## src/rtl/fifo_sync_multimode_if.sv

```systemverilog
// Handshake bundle for fifo_sync_multimode.
//   master : producer/consumer side (drives clear, wr_en, din, rd_en)
//   slave  : FIFO side (drives dout, valid, flags, error pulses, count)
interface fifo_sync_multimode_if #(
  parameter int DW = 104,
  parameter int AW = 5
);
  logic          clear;
  logic          wr_en;
  logic [DW-1:0] din;
  logic          rd_en;
  logic [DW-1:0] dout;
  logic          valid;
  logic          full;
  logic          prog_full;
  logic          empty;
  logic          prog_empty;
  logic          overflow;
  logic          underflow;
  logic [AW:0]   count;

  modport master (
    output clear, wr_en, din, rd_en,
    input  dout, valid, full, prog_full, empty, prog_empty,
           overflow, underflow, count
  );

  modport slave (
    input  clear, wr_en, din, rd_en,
    output dout, valid, full, prog_full, empty, prog_empty,
           overflow, underflow, count
  );
endinterface

```

## src/rtl/fifo_sync_multimode.sv

```systemverilog
// Single-clock FIFO with standard or first-word-fall-through read mode,
// programmable thresholds, occupancy count, synchronous flush and
// overflow/underflow pulses.
// Ports:
//   clk   : rising-edge clock
//   reset : asynchronous active-high reset
//   io    : fifo_sync_multimode_if.slave
//           in  : clear, wr_en, din, rd_en
//           out : dout, valid, full, prog_full, empty, prog_empty,
//                 overflow, underflow, count
module fifo_sync_multimode #(
  parameter int DW         = 104,
  parameter int DEPTH      = 32,
  parameter int PROG_FULL  = DEPTH / 2,
  parameter int PROG_EMPTY = 1,
  parameter int FWFT       = 0,
  parameter int AW         = $clog2(DEPTH)
) (
  input  logic clk,
  input  logic reset,
  fifo_sync_multimode_if.slave io
);

  localparam logic [AW:0] DEPTH_C = (AW+1)'(DEPTH);
  localparam logic [AW:0] PF_C    = (AW+1)'(PROG_FULL);
  localparam logic [AW:0] PE_C    = (AW+1)'(PROG_EMPTY);

  logic [DW-1:0] mem [DEPTH];
  logic [AW:0]   wptr;
  logic [AW:0]   rptr;
  logic [AW:0]   count_r;
  logic          ovf_r;
  logic          unf_r;
  logic          wr_acc;
  logic          rd_acc;

  // Flags decode the registered count directly, so they reset with it.
  assign io.count      = count_r;
  assign io.full       = (count_r == DEPTH_C);
  assign io.empty      = (count_r == '0);
  assign io.prog_full  = (count_r >= PF_C);
  assign io.prog_empty = (count_r <= PE_C);
  assign io.overflow   = ovf_r;
  assign io.underflow  = unf_r;

  // Acceptance uses pre-edge flags: at full a concurrent read still pops
  // (write rejected), at empty a concurrent write still lands (read rejected).
  assign wr_acc = io.wr_en & ~io.full;
  assign rd_acc = io.rd_en & ~io.empty;

  always_ff @(posedge clk or posedge reset) begin
    if (reset) begin
      wptr    <= '0;
      rptr    <= '0;
      count_r <= '0;
      ovf_r   <= 1'b0;
      unf_r   <= 1'b0;
    end else if (io.clear) begin
      wptr    <= '0;
      rptr    <= '0;
      count_r <= '0;
      ovf_r   <= 1'b0;
      unf_r   <= 1'b0;
    end else begin
      ovf_r <= io.wr_en & io.full;
      unf_r <= io.rd_en & io.empty;
      if (wr_acc) wptr <= wptr + 1'b1;
      if (rd_acc) rptr <= rptr + 1'b1;
      if (wr_acc && !rd_acc)      count_r <= count_r + 1'b1;
      else if (rd_acc && !wr_acc) count_r <= count_r - 1'b1;
    end
  end

  // Storage is never reset or flushed; pointers alone define contents.
  always_ff @(posedge clk) begin
    if (wr_acc && !io.clear) mem[wptr[AW-1:0]] <= io.din;
  end

  generate
    if (FWFT != 0) begin : g_fwft
      // Head is presented combinationally; forced to zero while empty so
      // dout reads 0 out of reset and after a flush.
      assign io.dout  = io.empty ? '0 : mem[rptr[AW-1:0]];
      assign io.valid = ~io.empty;
    end else begin : g_std
      logic [DW-1:0] dout_r;
      logic          valid_r;

      always_ff @(posedge clk or posedge reset) begin
        if (reset) begin
          dout_r  <= '0;
          valid_r <= 1'b0;
        end else if (io.clear) begin
          dout_r  <= '0;
          valid_r <= 1'b0;
        end else if (rd_acc) begin
          dout_r  <= mem[rptr[AW-1:0]];
          valid_r <= 1'b1;
        end else begin
          valid_r <= 1'b0;
        end
      end

      assign io.dout  = dout_r;
      assign io.valid = valid_r;
    end
  endgenerate

endmodule

```

## src/flat_wrapper.sv

```systemverilog
// flat-port wrapper written by rule: the top's interface ports become plain ports
module fifo_sync_multimode_flat 
#(
  parameter int DW         = 104,
  parameter int DEPTH      = 32,
  parameter int PROG_FULL  = DEPTH / 2,
  parameter int PROG_EMPTY = 1,
  parameter int FWFT       = 0,
  parameter int AW         = $clog2(DEPTH)
)
  (clk, reset, io_clear, io_wr_en, io_din, io_rd_en, io_dout, io_valid, io_full, io_prog_full, io_empty, io_prog_empty, io_overflow, io_underflow, io_count);
  fifo_sync_multimode_if #(.DW(DW), .AW(AW)) io_i ();
  input  logic clk;
  input  logic reset;
  input wire logic [$bits(io_i.clear)-1:0] io_clear;
  input wire logic [$bits(io_i.wr_en)-1:0] io_wr_en;
  input wire logic [$bits(io_i.din)-1:0] io_din;
  input wire logic [$bits(io_i.rd_en)-1:0] io_rd_en;
  output wire logic [$bits(io_i.dout)-1:0] io_dout;
  output wire logic [$bits(io_i.valid)-1:0] io_valid;
  output wire logic [$bits(io_i.full)-1:0] io_full;
  output wire logic [$bits(io_i.prog_full)-1:0] io_prog_full;
  output wire logic [$bits(io_i.empty)-1:0] io_empty;
  output wire logic [$bits(io_i.prog_empty)-1:0] io_prog_empty;
  output wire logic [$bits(io_i.overflow)-1:0] io_overflow;
  output wire logic [$bits(io_i.underflow)-1:0] io_underflow;
  output wire logic [$bits(io_i.count)-1:0] io_count;
  assign io_i.clear = io_clear;
  assign io_i.wr_en = io_wr_en;
  assign io_i.din = io_din;
  assign io_i.rd_en = io_rd_en;
  assign io_dout = io_i.dout;
  assign io_valid = io_i.valid;
  assign io_full = io_i.full;
  assign io_prog_full = io_i.prog_full;
  assign io_empty = io_i.empty;
  assign io_prog_empty = io_i.prog_empty;
  assign io_overflow = io_i.overflow;
  assign io_underflow = io_i.underflow;
  assign io_count = io_i.count;
  fifo_sync_multimode #(.DW(DW), .DEPTH(DEPTH), .PROG_FULL(PROG_FULL), .PROG_EMPTY(PROG_EMPTY), .FWFT(FWFT), .AW(AW)) u_core (.clk(clk), .reset(reset), .io(io_i));
endmodule
```

## config.mk

```make
export PLATFORM = sky130hd
export DESIGN_NAME = fifo_sync_multimode_flat
export DESIGN_NICKNAME = d
export VERILOG_FILES = /design/src/rtl/fifo_sync_multimode_if.sv /design/src/rtl/fifo_sync_multimode.sv /design/src/flat_wrapper.sv
export SDC_FILE = /design/constraint.sdc
export NUM_CORES = 2
export LEC_CHECK = 0
export BUFFER_PORTS_ARGS = -buffer_cell sky130_fd_sc_hd__buf_2
export CAP_MARGIN = 5
export CORE_UTILIZATION = 67
export DETAILED_ROUTE_END_ITERATION = 16
export GPL_ROUTABILITY_DRIVEN = 0
export PLACE_DENSITY = 0.84
export SYNTH_ARGS = -nofsm -noshare
export SYNTH_HDL_FRONTEND = slang
export SYNTH_SLANG_ARGS = --single-unit
```

## constraint.sdc

```tcl
create_clock -name clk -period 17.8 [get_ports clk]
set_input_delay 1.78 -clock clk [delete_from_list [all_inputs] [get_ports clk]]
set_output_delay 1.78 -clock clk [all_outputs]
set_load 0.01 [all_outputs]
```

**Word-level counts from Yosys, hierarchy flattened**

Memory sizes are Yosys's and may differ from the RTL's.
Index checks and enable logic that the tools add are counted.

- Memory bits (read-only): 0
- Word-level logic and storage cells: 46
- Latch bits: 0
- Memories kept: 1
- RAM bits: 3328
- Register bits after elaboration: 125

Memory list:

| memory | depth | bits a word | read ports | clocked after memory_dff | wr ports | line | text |
|---|---|---|---|---|---|---|---|
| u_core.mem | 32 | 104 | 1 | 0 | 1 | fifo_sync_multimode.sv:28 | `logic [DW-1:0] mem [DEPTH];` |

- $add $sub $neg: 4
- Magnitude comparators: 2
- Divide/modulo/power cells: 0
- Multipliers: 0
- Reductions and logical operators: 10
- Shift-type cells: 0
- Muxes and demuxes: 15
- Equal/unequal tests: 1
- Bitwise operators: 6

Operator list:

| cell | count |
|---|---|
| two-way mux 104 bit | 2 |
| two-way mux 6 bit | 7 |
| adder 6 x 1 -> 6 bit (second input constant) | 3 |
| == test 6 bit (second input constant) | 1 |
| >= comparator 6 x 5 -> 1 bit (second input constant) | 1 |
| <= comparator 6 x 1 -> 1 bit (second input constant) | 1 |
| logical NOT 6 bit | 1 |
| two-way mux 1 bit | 6 |
| subtractor 6 x 1 -> 6 bit (second input constant) | 1 |
| bitwise AND 1 bit | 4 |
| nonzero test 2 bit | 2 |
| logical AND 1 bit | 3 |
| logical NOT 1 bit | 3 |
| nonzero test 3 bit | 1 |
| NOT 1 bit | 2 |

**Logic depth before layout (Yosys ltp)**

- Depth after elaboration: 8
- Gate-level depth with buffers: 10

**Worst setup path after synthesis**

No wires, ideal clock.

- Kind: in2reg
- Start point: in io_wr_en
- End point: mem u_core.mem[14][0], enable pin
- Stages on the path: 5
- Slack: 10.445 ns
- Arrival time: 6.786 ns
- Path buffers: 0
- Path through: inv_1 > a31o_2 > nor2_1 > nand2_1 > nor2_1

- Word-level cells in the longest chain between the ends: 4

Ends and longest elaborated chain:

| what | line | text |
|---|---|---|
| start: declaration | flat_wrapper.sv:16 | `input wire logic [$bits(io_i.wr_en)-1:0] io_wr_en;` |
| bitwise AND 1 bit | fifo_sync_multimode.sv:48 | `assign wr_acc = io.wr_en & ~io.full;` |
| logical AND 1 bit | fifo_sync_multimode.sv:76 | `if (wr_acc && !io.clear) mem[wptr[AW-1:0]] <= io.din;` |
| two-way mux 1 bit | fifo_sync_multimode.sv:76 |  |
| two-way mux 1 bit (not written as such) | fifo_sync_multimode.sv:76 |  |
| end: declaration | fifo_sync_multimode.sv:28 |  |

No other way between the ends.

**Worst setup path after layout**

- Start point: reg u_core.rptr[0]
- End point: reg u_core.g_std.dout_r[45], in the netlist u_core.io.dout[45]

- Word-level cells in the longest chain between the ends: 3

Ends and longest elaborated chain:

| what | line | text |
|---|---|---|
| start: declaration | fifo_sync_multimode.sv:30 | `logic [AW:0] rptr;` |
| start signal: assignment | fifo_sync_multimode.sv:68 | `if (rd_acc) rptr <= rptr + 1'b1;` |
| memory read (32 x 104 bit) | - |  |
| two-way mux 104 bit | fifo_sync_multimode.sv:96 | `end else if (rd_acc) begin` |
| two-way mux 104 bit | fifo_sync_multimode.sv:93 | `end else if (io.clear) begin` |
| end signal: assignment | fifo_sync_multimode.sv:97 | `dout_r <= mem[rptr[AW-1:0]];` |
| end: declaration | fifo_sync_multimode.sv:86 | `logic [DW-1:0] dout_r;` |

No other way between the ends. The select of a mux whose other input is x is not followed.
A chain may end at the register's enable or synchronous reset.

==> impl_results.md <==
- Dominant synthesized flop cell: edfxtp_1
- Capture point of the worst reg-to-reg path: u_core.io.dout[45]
- CP startpoint kind: flip-flop
- Slew Viols, Final: 0
- CTS H-tree depth: 5
- Multi-input logic area: 0.0270 sq mm
- Largest net degree at the start of global routing: 128
- Avg Cell Area, Syn: 21.5 sq um
- Crit path capture type: flip-flop
- Final setup vio count: 0
- Mapped Area: 0.132 sq mm
- Max VDD drop: 0.115 mV
- CTS clk-pin slew, worst paths: 60 ps
- Final hold slack: 502 ps
- Most frequent cells after synthesis: edfxtp_1 (3328), mux2i_1 (624), mux4_2 (570)
- Effective utilization at floorplan: 0.675
- Hold path cells: 2
- Share of layout cells above drive strength 1: 0.227
- Top-count cell post-synth: edfxtp_1
- Largest area contributor in the synthesized netlist: edfxtp_1
- Overflow left after global routing: 0
- Vias in the first global route: 74.1k
- Post-synth top area share: 0.759
- Top post-synthesis cells by area: edfxtp_1 (76%), mux4_2 (9.8%), mux2i_1 (4.7%)
- DR WL/cell: 42.3 um
- Actual slew at the worst max-slew pin: 1320 ps
- Core ar.: 0.195 sq mm
- Total number of yosys warnings: 0
- Max frequency: 159 MHz
- Min-delay worst type: reg -> reg
- Clock latency on the worst-skew pair: 990 ps
- Fill cell count: 9377
- Crit path time final: 6290 ps
- Synthesis-stage register bit count: 3451
- Status: complete, no violations
- Req. time, crit path: 18650 ps
- IO buf count: 225
- # resized after CTS: 0
- Async set-reset flop share out of synthesis: 0.0356
- Row Count: 162
- Clock Sinks: 3451
- First-pass GRT wire length: 538 mm
- Post-CTS setup buffers: 0
- Reg2reg setup slack: 11510 ps
- Overall routing resource usage: 0.390
- Fin crit share: 0.353
- Remaining antenna violation count: 0
- # IOs: 226
- Worst clock skew: 73.3 ps
- TritonRoute pass-1 iters: 7
- Worst Reg-to-Reg Cells: 8
- Initial antenna violation count: 46
- R2R Path Start: u_core.rptr[0]
- Fin nets: 6580
- Max-slew headroom: 0.116
- Crit Path Max Fanout: 113
- Max-Cap Viols: 0
- Post-synthesis cell type count: 50
- Cts hold-fix bufs: 0
- DRC: 0
- RSZ-0062 raised after global routing: no
- Die height: 445 um
- First DRT Iteration DRCs: 13.7k
- Mapped Nets: 6252
- Die footprint: 0.198 sq mm
- Post-Synthesis Cells: 6135
- Final Hold Viols: 0
- CP arrival: 7140 ps
- Power Dens Cells: 130 mW/mm^2
- Drt total wl: 396 mm
- Via/cell ratio: 7.92
- DP HPWL: 161 mm
- Power Total: 19.0 mW
- Seq/Total Area, Yosys: 0.782
- Worst Hold Path EP: u_core.io.dout[89]
- Syn-to-layout area delta: 11.2%
- Post-synth EDFFs: 3328
- Register area: 0.103 sq mm
- CTS Buffer Depth: 4
- CTS tree: done
- Die Wd: 445 um
- Root Driver: clkbuf_16
- Crit Path Class: reg -> reg
- Final core utilization: 0.751
- Hold Crit Start: u_core.io.dout[89]
- Vias: 74.3k
- P_leak: 45.6 nW
- Fin Setup TNS: 0 ps
- CTS Buf Count: 337
## layer usage
layer / GRT usage / routed length [um] / vias to the layer above
met5: 0 / 173 / -
met4: 0.256 / 33500 / 24
met3: 0.113 / 60900 / 2211
met2: 0.605 / 185000 / 9033
met1: 0.485 / 117000 / 36631
li1: - / - / 26384
## worst max-delay path, stage by stage (launching register included)
cell	delay [ps]
dfrtp_4	1120
buf_12	690
buf_4	760
buf_4	760
buf_4	840
mux4_2	600
a2111oi_0	750
o21ai_1	230
a32o_1	310
## how the worst max path moves through the flow
stage	from	end	slack [ps]
floorplan	io_wr_en	u_core.mem[14][0]	10450
global placement	io_wr_en	u_core.mem[27][36]	11910
detailed placement	u_core.rptr[0]	u_core.io.dout[46]	11790
CTS	u_core.rptr[0]	u_core.io.dout[45]	11450
global route	u_core.rptr[0]	u_core.io.dout[8]	11280
finish	u_core.rptr[0]	u_core.io.dout[45]	11510
## cell type report
type / instances / area share
timing repair buffer: 353 / 0.0161
sequential: 3451 / 0.704
tap: 2624 / 0.0224
inverter: 9 / 0.000291
multi-input combinational: 2311 / 0.184
clock buffer: 446 / 0.0632
antenna: 33 / 0.000564
clock inverter: 149 / 0.00926
## per-stage QoR
step / setup slack [ps] / instance area, sq um / cells
finish: 11510 / 146000 / 9376
global placement: 11910 / 136000 / 8748
CTS: 11450 / 146000 / 9343
detailed placement: 11790 / 136000 / 8748
global route: 11280 / 146000 / 9367
floorplan: 10450 / 132000 / 6135
## flip-flops by register name, indices dropped and copies added (netlist names)
signal	flops
u_core.rptr	5
u_core.io.count	6
u_core.wptr	5
u_core.io.overflow	1
u_core.io.dout	104
u_core.mem	3328
u_core.io.underflow	1
u_core.io.valid	1
## cells by family after synthesis
logic type	share of synthesized area
flops	0.782
buf+inv	0.0150
mux	0.150
fa+ha+maj	0.000760
simple gates	0.0111
xor+xnor	0.000798
compound gates	0.0403
## cell usage in the layout (no fill, tap or decap), types with 53 or more instances in the layout
| cell type | count |
|---|---|
| mux4_2 | 570 |
| clkbuf_16 | 341 |
| buf_2 | 225 |
| buf_4 | 106 |
| mux2_2 | 55 |
| clkinv_1 | 53 |
| nor2_1 | 118 |
| dfrtp_1 | 118 |
| o22ai_1 | 54 |
| a22oi_1 | 108 |
| clkbuf_1 | 72 |
| clkinv_2 | 55 |
| mux2i_1 | 624 |
| nand2_1 | 69 |
| o21ai_0 | 71 |
| o21ai_1 | 61 |
| a21oi_1 | 139 |
| edfxtp_1 | 3328 |
## power breakdown
group | switching [mW] | internal, mW | total [mW] | leakage [nW]
combinational | 1.53 | 1.13 | 2.66 | 8.78
clock | 3.14 | 4.00 | 7.14 | 5.21
sequential | 0.181 | 9.04 | 9.22 | 31.6
No activity file was read; power rests on OpenSTA's default activity.
